--- config.mk ---
export PLATFORM = sky130hd
export DESIGN_NAME = uart_reg_bank
export DESIGN_NICKNAME = d
export VERILOG_FILES = /design/src/rtl/egc_pkg.sv /design/src/rtl/uart_frame_parser.sv /design/src/rtl/uart_reg_bank.sv
export SDC_FILE = /design/constraint.sdc
export NUM_CORES = 1
export LEC_CHECK = 0
export CAP_MARGIN = 10
export CORE_UTILIZATION = 56
export DETAILED_ROUTE_END_ITERATION = 16
export DONT_BUFFER_PORTS = 1
export PLACE_DENSITY = 0.75
export SKIP_LAST_GASP = 1
export SYNTH_ARGS = -nofsm -noshare
export SYNTH_HDL_FRONTEND = slang
export SYNTH_HIERARCHICAL = 1
export SYNTH_SLANG_ARGS = --single-unit
export TNS_END_PERCENT = 5
--- constraint.sdc ---
create_clock -name clk -period 2.43 [get_ports clk]
set_input_delay 0.729 -clock clk [delete_from_list [all_inputs] [get_ports clk]]
set_output_delay 0.729 -clock clk [all_outputs]
set_load 0.005 [all_outputs]
--- src/rtl/egc_pkg.sv ---
// Shared constants and FSM state encoding for the UART register bank.
package egc_pkg;

   typedef logic [1:0] state_t;

   localparam state_t IDLE = 2'd0;
   localparam state_t ADDR = 2'd1;
   localparam state_t DATA = 2'd2;
   localparam state_t CHK  = 2'd3;

   localparam logic [7:0] SYNC_DEFAULT = 8'hA5;
   localparam logic [7:0] BCAST_ADDR   = 8'hFF;

endpackage

--- src/rtl/uart_frame_parser.sv ---
// Frame parser: SYNC, ADDR, data bytes MSB first, optional XOR check byte.
// UART_REG_BANK_CHK_EN enables the trailing check byte.
module uart_frame_parser
   import egc_pkg::*;
#(
   parameter int unsigned NUM_CH      = 4,
   parameter int unsigned DATA_W      = 8,
   parameter int unsigned TIMEOUT_CYC = 100000,
   parameter logic [7:0]  SYNC_BYTE   = SYNC_DEFAULT
) (
   input  logic              clk,
   input  logic              rst,
   input  logic [7:0]        in_data,
   input  logic              in_valid,
   output logic              commit_valid,
   output logic [7:0]        commit_addr,
   output logic [DATA_W-1:0] commit_data,
   output logic              commit_err
);

   localparam int unsigned NB = DATA_W / 8;
   localparam int unsigned TW = $clog2(TIMEOUT_CYC);

   state_t            r_state, w_state_d;
   logic [7:0]        r_addr, w_addr_d;
   logic [DATA_W-1:0] r_data, w_data_d, w_shifted;
   logic [1:0]        r_cnt, w_cnt_d;
   logic [TW-1:0]     r_tmo;
   logic              w_addr_ok, w_expired;
`ifdef UART_REG_BANK_CHK_EN
   logic [7:0]        r_chk, w_chk_d;
`endif

   assign w_shifted = (r_data << 8) | DATA_W'(in_data);
   assign w_addr_ok = (32'(r_addr) < NUM_CH) || (r_addr == BCAST_ADDR);
   // A byte arriving on the expiry cycle takes precedence over the timeout.
   assign w_expired = (r_state != IDLE) && !in_valid && (r_tmo == TW'(TIMEOUT_CYC - 1));
   assign commit_addr = r_addr;
`ifdef UART_REG_BANK_CHK_EN
   assign commit_data = r_data;
`else
   assign commit_data = w_shifted;
`endif

   always_comb begin
      w_state_d    = r_state;
      w_addr_d     = r_addr;
      w_data_d     = r_data;
      w_cnt_d      = r_cnt;
      commit_valid = 1'b0;
      commit_err   = 1'b0;
`ifdef UART_REG_BANK_CHK_EN
      w_chk_d      = r_chk;
`endif
      case (r_state)
         IDLE: if (in_valid && in_data == SYNC_BYTE) w_state_d = ADDR;
         ADDR: if (in_valid) begin
            w_addr_d  = in_data;
            w_cnt_d   = 2'd0;
            w_state_d = DATA;
`ifdef UART_REG_BANK_CHK_EN
            w_chk_d   = in_data;
`endif
         end
         DATA: if (in_valid) begin
            w_data_d = w_shifted;
            w_cnt_d  = r_cnt + 2'd1;
`ifdef UART_REG_BANK_CHK_EN
            w_chk_d  = r_chk ^ in_data;
            if (r_cnt == 2'(NB - 1)) w_state_d = CHK;
`else
            if (r_cnt == 2'(NB - 1)) begin
               w_state_d    = IDLE;
               commit_valid = 1'b1;
               commit_err   = !w_addr_ok;
            end
`endif
         end
         CHK: begin
`ifdef UART_REG_BANK_CHK_EN
            if (in_valid) begin
               w_state_d    = IDLE;
               commit_valid = 1'b1;
               commit_err   = !w_addr_ok || (in_data != r_chk);
            end
`else
            w_state_d = IDLE;
`endif
         end
         default: w_state_d = IDLE;
      endcase
      if (w_expired) begin
         w_state_d    = IDLE;
         commit_valid = 1'b1;
         commit_err   = 1'b1;
      end
   end

   always_ff @(posedge clk) begin
      if (rst) begin
         r_state <= IDLE;
         r_addr  <= '0;
         r_data  <= '0;
         r_cnt   <= '0;
         r_tmo   <= '0;
`ifdef UART_REG_BANK_CHK_EN
         r_chk   <= '0;
`endif
      end else begin
         r_state <= w_state_d;
         r_addr  <= w_addr_d;
         r_data  <= w_data_d;
         r_cnt   <= w_cnt_d;
         r_tmo   <= (in_valid || r_state == IDLE) ? '0 : r_tmo + 1'b1;
`ifdef UART_REG_BANK_CHK_EN
         r_chk   <= w_chk_d;
`endif
      end
   end

endmodule

--- src/rtl/uart_reg_bank.sv ---
// Addressed UART register bank: channel registers, write strobes, error reporting.
// Check-byte framing is selected by UART_REG_BANK_CHK_EN (see uart_frame_parser).
module uart_reg_bank
   import egc_pkg::*;
#(
   parameter int unsigned NUM_CH      = 4,
   parameter int unsigned DATA_W      = 8,
   parameter int unsigned TIMEOUT_CYC = 100000,
   parameter logic [7:0]  SYNC_BYTE   = SYNC_DEFAULT
) (
   input  logic                     clk,
   input  logic                     rst,
   input  logic [7:0]               in_data,
   input  logic                     in_valid,
   output logic [NUM_CH*DATA_W-1:0] ch_out,
   output logic [NUM_CH-1:0]        wr_strobe,
   output logic                     frame_err,
   output logic [7:0]               err_count
);

   logic              w_commit_valid, w_commit_err;
   logic [7:0]        w_commit_addr;
   logic [DATA_W-1:0] w_commit_data;

   logic [DATA_W-1:0] r_ch [NUM_CH];
   logic [NUM_CH-1:0] r_strobe;
   logic              r_frame_err;
   logic [7:0]        r_err_count;

   uart_frame_parser #(
      .NUM_CH      (NUM_CH),
      .DATA_W      (DATA_W),
      .TIMEOUT_CYC (TIMEOUT_CYC),
      .SYNC_BYTE   (SYNC_BYTE)
   ) u_parser (
      .clk          (clk),
      .rst          (rst),
      .in_data      (in_data),
      .in_valid     (in_valid),
      .commit_valid (w_commit_valid),
      .commit_addr  (w_commit_addr),
      .commit_data  (w_commit_data),
      .commit_err   (w_commit_err)
   );

   always_ff @(posedge clk) begin
      if (rst) begin
         for (int i = 0; i < int'(NUM_CH); i++) r_ch[i] <= '0;
         r_strobe    <= '0;
         r_frame_err <= 1'b0;
         r_err_count <= '0;
      end else begin
         r_strobe    <= '0;
         r_frame_err <= 1'b0;
         if (w_commit_valid) begin
            if (w_commit_err) begin
               r_frame_err <= 1'b1;
               if (r_err_count != 8'hFF) r_err_count <= r_err_count + 8'd1;
            end else begin
               for (int i = 0; i < int'(NUM_CH); i++) begin
                  if (w_commit_addr == BCAST_ADDR || w_commit_addr == 8'(i)) begin
                     r_ch[i]     <= w_commit_data;
                     r_strobe[i] <= 1'b1;
                  end
               end
            end
         end
      end
   end

   for (genvar g = 0; g < int'(NUM_CH); g++) begin : g_ch
      assign ch_out[g*DATA_W +: DATA_W] = r_ch[g];
   end

   assign wr_strobe = r_strobe;
   assign frame_err = r_frame_err;
   assign err_count = r_err_count;

endmodule

==> results of run 1 <==
-- per-stage QoR --
| step | power [mW] | hold slack (ns) | setup TNS, ns | std cells |
|---|---|---|---|---|
| after floorplan | 1.377 | 0.4418 | -1.815 | 311 |
| after global placement | 1.373 | 0.4596 | 0 | 376 |
| after detailed placement | 1.375 | 0.4852 | -0.008006 | 376 |
| after CTS | 2.252 | 0.4212 | 0 | 392 |
| after global routing | 2.309 | 0.4195 | -0.1478 | 392 |
| final | 2.236 | 0.4427 | 0 | 392 |
-- Yosys cell counts, drive strengths merged (4+ instances only) --
library cell,number
a31oi,7
a21oi,5
edfxtp,32
o21ai,6
nor2,74
xor2,8
inv,8
mux2i,10
buf,15
dfxtp,42
nand2,22
nor4,4
o21bai,6
nand4,13
nor3,8
nand3,10
xnor2,5
-- logic make-up after synthesis --
kind of cell,count (synthesis),share of synthesized area [%]
AO/OA/AOI/OAI,33,7.944
adder cells (fa/ha/maj),3,1.168
flip-flops,74,56.07
multiplexers,11,3.466
AND/OR/NAND/NOR,151,23.33
XOR/XNOR,13,3.544
buffers and inverters,26,4.478
-- registers in the layout, summed over array words and instances (netlist names) --
signal / count
u_parser/r_cnt: 2
err_count: 8
u_parser/r_tmo: 17
frame_err: 1
r_ch: 32
wr_strobe: 4
u_parser/r_state: 2
u_parser/commit_addr: 8
-- cell usage in the layout (no fill, tap or decap), types with 9 or more instances in the layout --
cell type / instances
nand4_1: 13
nand3_1: 9
mux2i_1: 10
nor2_1: 73
nand2_1: 22
dfxtp_1: 41
edfxtp_1: 32
buf_4: 11
clkbuf_8: 9
-- cell type report --
cell class | count | area (um^2)
Clock buffer | 9 | 123.9
Clock inverter | 7 | 63.81
Fill cell | 456 | 2027
Inverter | 8 | 30.03
Multi-Input combinational cell | 211 | 1286
Sequential cell | 74 | 1803
Tap cell | 72 | 90.09
Timing Repair Buffer | 11 | 82.58
-- repair_timing --
| item | CTS | global route |
|---|---|---|
| resized for setup | 1 | 3 |
| pin swaps | 0 | 0 |
| hold buffers | 0 | 0 |
| endpoints found under the setup margin | 4 | 55 |
| gates cloned | 0 | 0 |
-- worst paths after layout --
path	startpoint	to	slack (ns)	cells after the start
setup / recovery	u_parser/commit_addr[4]$_SDFFE_PP0P_	r_ch[1][6]$_SDFFCE_PN0P_	0.08	8
hold reg to reg	u_parser/r_tmo[16]$_SDFF_PP0_	u_parser/r_tmo[16]$_SDFF_PP0_	0.50	2
hold / removal	rst	err_count[0]$_SDFFE_PP0P_	0.44	1
setup reg to reg	u_parser/commit_addr[4]$_SDFFE_PP0P_	r_ch[1][6]$_SDFFCE_PN0P_	0.08	8
-- power by group --
group	switching (mW)	internal [mW]
logic	0.0128	0.0120
clock network	0.501	0.389
registers	0.0108	1.31
total	0.524	1.71
-- worst max-delay path: stages (launching register included) --
cell and delay [ns]:
dfxtp_1 0.35, or4_1 0.54, nor3_2 0.13, nor3_1 0.07
or2_1 0.27, nand2b_1 0.19, buf_4 0.17, o21bai_1 0.15
buf_4 0.20
-- routing by layer --
layer / vias up / track usage, % / wire [um]
met1: 1077 / 26.95 / 2557
met4: 0 / 10.19 / 95
met5: - / 0 / 0
li1: 1110 / - / -
met3: 9 / 6.353 / 424
met2: 76 / 38.32 / 3250
==> impl_results.md, run 1 <==
* Sequential-to-total area share from yosys stat at 56.07%
* Max Clock Freq at 425.9 MHz
* Peak VDD IR at 0.3618 mV
* Post-synth top area cell: edfxtp_1
* DRC viols at 0
* PwrDens at 642.6 mW/mm^2
* Clock Sinks at 74
* Period Utilization, post-route at 96.63%
* Vias in the first global route at 2152
* Worst EP arrival at 2.41 ns
* Row Count at 27
* Dpl cell area at 0.003272 mm^2
* CTS tree: done
* IO Pins at 56
* Detailed placement HPWL at 4.487 mm
* DIE AREA at 0.006044 mm^2
* Critical path type: reg -> reg
* Routed length per instance at 16.14 um
* Placer Congestion at 0.8029
* Synth Net Count at 325
* LEAKAGE at 1.220 nW
* Worst Tran Pin Value at 0.6423 ns
* CTS root buffer: clkbuf_8
* Final ANT Viol Nets at 0
* Vias per Instance at 5.796
* Worst EP required at 2.49 ns
* Final setup viols at 0
* RSZ-0062 raised after global routing: yes
* Clock Latency Late Sink at 0.35 ns
* Final worst slack at 0.08178 ns
* PortBufs at 0
* EDFF count, synth at 32
* GRT Util Overall at 22.75%
* Yosys warnings at 6
* Post-Syn Area per Cell at 10.33 um^2
* Starting Density at 58.35%
* Status: finished clean
* Layout cells sized above 1 at 14.06%
* Total number of vias at 2272
* Maximum root-to-sink buffer count at 2
* Initial drt markers at 193
* Final wirelength at 6.327 mm
* Core Area at 0.005507 mm^2
* Dpl ws at -0.004516 ns
* Largest net degree at the start of global routing at 29
* Number of diodes at 0
* Setup crit start kind: flop
* Top cells by area, synth: edfxtp_1 (30%), dfxtp_1 (26%), nor2_1 (8.6%), mux2i_1 (3.1%), nand2_1 (2.6%)
* Synth async-reset ratio at 0%
* Clock skew at 0.007366 ns
* Synth Cell Area at 0.003213 mm^2
* Synth unique cells at 50
* Max-cap violations at 0
* CTS Buf Count at 9
* Fin. max-slew vios at 0
* Seq cells post-synth at 74
* Clock-pin slew on the worst setup and hold paths at 0.08 ns
* Synthesized instance count at 311
* CP Max Fanout at 8
* Crit end category: flop
* First-pass GRT wire length at 10.32 mm
* Hold Vio Cnt, Final at 0
* Congestion Overflow GR at 0
* Chip width at 77.75 um
* Die H at 77.75 um
* Period minus WS final at 2.348 ns
* Hold Crit Class: in -> reg
* Postcts setup bufs at 0
* Synth top area share at 29.91%
* Nets at 329
* First-pass DRT Iterations at 4
* Final Cell Area at 0.003480 mm^2
* Max-Slew Margin vs Limit at 57.05%
* Top_reg_cell synth: dfxtp_1
* Layout Utilization at 63.19%
* CTS HTree Levels at 3
* Area growth syn-to-layout at 8.294%
* Initial antenna violation count at 0
Note: power is estimated with default switching activity, not from simulation.
==> inputs of run 2 (changes only) <==
--- a/config.mk
+++ b/config.mk
@@ -5,11 +5,11 @@
 export SDC_FILE = /design/constraint.sdc
 export NUM_CORES = 1
 export LEC_CHECK = 0
+export BUFFER_PORTS_ARGS = -buffer_cell sky130_fd_sc_hd__buf_2
 export CAP_MARGIN = 10
-export CORE_UTILIZATION = 56
+export CORE_UTILIZATION = 50
 export DETAILED_ROUTE_END_ITERATION = 16
-export DONT_BUFFER_PORTS = 1
-export PLACE_DENSITY = 0.75
+export PLACE_DENSITY = 0.76
 export SKIP_LAST_GASP = 1
 export SYNTH_ARGS = -nofsm -noshare
 export SYNTH_HDL_FRONTEND = slang
==> run 2 against run 1 <==
Against the previous run: sequential share of layout area is 4.1 points lower; combinational power grew to 2.7 times the previous value; critical path depth stayed put; critical path type unchanged; critical endpoint is now r_ch[3][6]$_SDFFCE_PN0P_.
==> impl_results.md, run 2 (synthesis results as in run 1) <==
* Status: finished clean
* Total number of vias at 2481 (+9.2%)
* Area growth syn-to-layout at 17.45%
* Number of diodes at 0 (unchanged)
* Critical path origin: u_parser/commit_addr[4]$_SDFFE_PP0P_
* CP Max Fanout at 8 (unchanged)
* Vias in the first global route at 2204 (+2.4%)
* Reg2reg start: u_parser/commit_addr[4]$_SDFFE_PP0P_
* Maximum root-to-sink buffer count at 2 (unchanged)
* Largest stage delay on the critical path at 0.53 ns (about the same)
* Most frequent cells in the layout: nor2_1 (73), buf_2 (55), dfxtp_1 (42)
* Max-cap violations at 0 (unchanged)
* Initial drt markers at 194 (+0.52%)
* PwrDens at 619.5 mW/mm^2 (-3.6%)
* Dpl ws at -0.05184 ns (-0.04732 ns)
* Area of the multi-input gates at 0.001282 mm^2 (-0.29%)
* Initial antenna violation count at 0 (unchanged)
* Buf/Inv on CP at 2 (unchanged)
* LEAKAGE at 1.488 nW (+22%)
* Placer Congestion at 0.8285 (+3.2%)
* Largest net degree at the start of global routing at 29 (unchanged)
* Clock Sinks at 74 (unchanged)
* IO Pins at 56 (unchanged)
* Fin. max-slew vios at 0 (unchanged)
* First-pass GRT wire length at 10.65 mm (+3.2%)
* Worst EP required at 2.49 ns (about the same)
* RSZ-0062 raised after global routing: yes
* DRC viols at 0 (unchanged)
* Fillers at 519 (+14%)
* CTS tree: done
* First-pass DRT Iterations at 5 (+1)
* Die H at 82.17 um (+5.7%)
* Clock Latency Late Sink at 0.35 ns (about the same)
* CTS HTree Levels at 3 (unchanged)
* CTS root buffer: clkbuf_8
* Max reg flops at 32 (unchanged)
* Worst Tran Pin Value at 0.5376 ns (-0.1046 ns)
* Hold Buf Count CTS at 0 (unchanged)
* Final worst slack at 0.1143 ns (+0.03256 ns)
* Crit path cell chain: or4_1 -> nor3_1 -> nor3_1 -> or2_1 -> nand2b_1 -> buf_4 -> o21bai_1 -> buf_4
* Hold Vio Cnt, Final at 0 (unchanged)
* Vias per Instance at 5.501 (-5.1%)
* Sequential Area at 0.001802 mm^2 (about the same)
* Worst EP arrival at 2.38 ns (-0.03 ns)
* Hold Crit Class: reg -> reg
* Final wirelength at 6.568 mm (+3.8%)
* Crit end category: flop
* Setup crit start kind: flop
* Detailed placement HPWL at 4.768 mm (+6.3%)
* Max Clock Freq at 431.8 MHz (+1.4%)
* Period minus WS final at 2.316 ns (-0.03256 ns)
* DIE AREA at 0.006751 mm^2 (+12%)
* Chip width at 82.17 um (+5.7%)
* Biggest registers after layout: r_ch: 32 flops, u_parser/r_tmo: 17 flops
* Worst-path cell with the longest stage delay: or4_1
* CP top delay family: simple AND/OR/NAND/NOR gates
* Row Count at 28 (+3.7%)
* Congestion Overflow GR at 0 (unchanged)
* Final ANT Viol Nets at 0 (unchanged)
* PortBufs at 55 (+55)
* Clock skew at 0.01326 ns (+0.005893 ns)
* Nets at 385 (+17%)
* Core Area at 0.006061 mm^2 (+10%)
* Layout cells sized above 1 at 26.33% (+12 points)
* Most flops, register: r_ch
* Starting Density at 53.01% (-5.3 points)
* Final setup viols at 0 (unchanged)
* Min-delay src: u_parser/r_tmo[0]$_SDFF_PP0_
* Period Utilization, post-route at 95.29% (-1.3 points)
* Layout Utilization at 62.26% (-0.93 points)
* Peak VDD IR at 0.4019 mV (+11%)
* Critical path type: reg -> reg
* Most common cell after layout, fill and taps aside: nor2_1
* Clock-pin slew on the worst setup and hold paths at 0.08 ns (about the same)
* Max-Slew Margin vs Limit at 63.59% (+6.5 points)
* CTS Buf Count at 9 (unchanged)
* Routed length per instance at 14.56 um (-9.8%)
* GRT Util Overall at 21.51% (-1.2 points)
-- run 2: power by group --
group | internal, mW | total (mW) | switching [mW] | leakage, nW
logic | 0.0291 | 0.0671 | 0.0380 | 0.722
clock network | 0.481 | 0.955 | 0.474 | 0.0979
registers | 1.31 | 1.32 | 0.00552 | 0.668
-- run 2: per-stage QoR --
stage / hold slack [ns] / power, mW / instance area, um^2 / setup TNS [ns] / cells
2_1_floorplan: 0.4418 / 1.377 / 3213 / -1.815 / 311
3_3_place_gp: 0.4618 / 1.410 / 3558 / 0 / 435
3_5_place_dp: 0.4782 / 1.411 / 3558 / -0.3550 / 435
4_1_cts: 0.4940 / 2.363 / 3761 / 0 / 451
5_1_grt: 0.5486 / 2.430 / 3774 / -0.07924 / 451
6_report: 0.4951 / 2.338 / 3774 / 0 / 451
-- run 2: final timing paths --
check                                                     to  slack (ns)  cells after the start
worst min-delay path            u_parser/r_tmo[0]$_SDFF_PP0_        0.50                      1
worst max-delay path                r_ch[3][6]$_SDFFCE_PN0P_        0.11                      8
worst min register to register  u_parser/r_tmo[0]$_SDFF_PP0_        0.50                      1
worst max register to register      r_ch[3][6]$_SDFFCE_PN0P_        0.11                      8
-- run 2: layout make-up --
cell class	instances	area share (%)
inverter	8	0.7958
sequential	74	47.75
clock inverter	7	2.023
clock buffer	9	3.282
timing repair buffer	67	9.682
tap	75	2.487
multi-input combinational	211	33.99
-- run 2: metal layers --
metal	GRT usage (%)	part of all wire, %	vias up	wire [um]
met1	30.14	48	1173	3122
met2	31.24	45	81	2958
met5	0	0	-	0
met3	4.615	5.7	9	372
li1	-	-	1218	-
met4	10.88	1.7	0	114
-- run 2: worst register-to-register path, stage by stage (launching register included) --
cell and delay [ns]:
dfxtp_1 0.34, or4_1 0.53, nor3_1 0.15, nor3_1 0.08
or2_1 0.26, nand2b_1 0.18, buf_4 0.16, o21bai_1 0.14
buf_4 0.19
-- run 2: what timing repair did --
item	in CTS	in global routing
gates cloned	0	0
gates resized for setup	1	2
buffers inserted	0	0
setup endpoints to repair	4	33
pin swaps	0	1
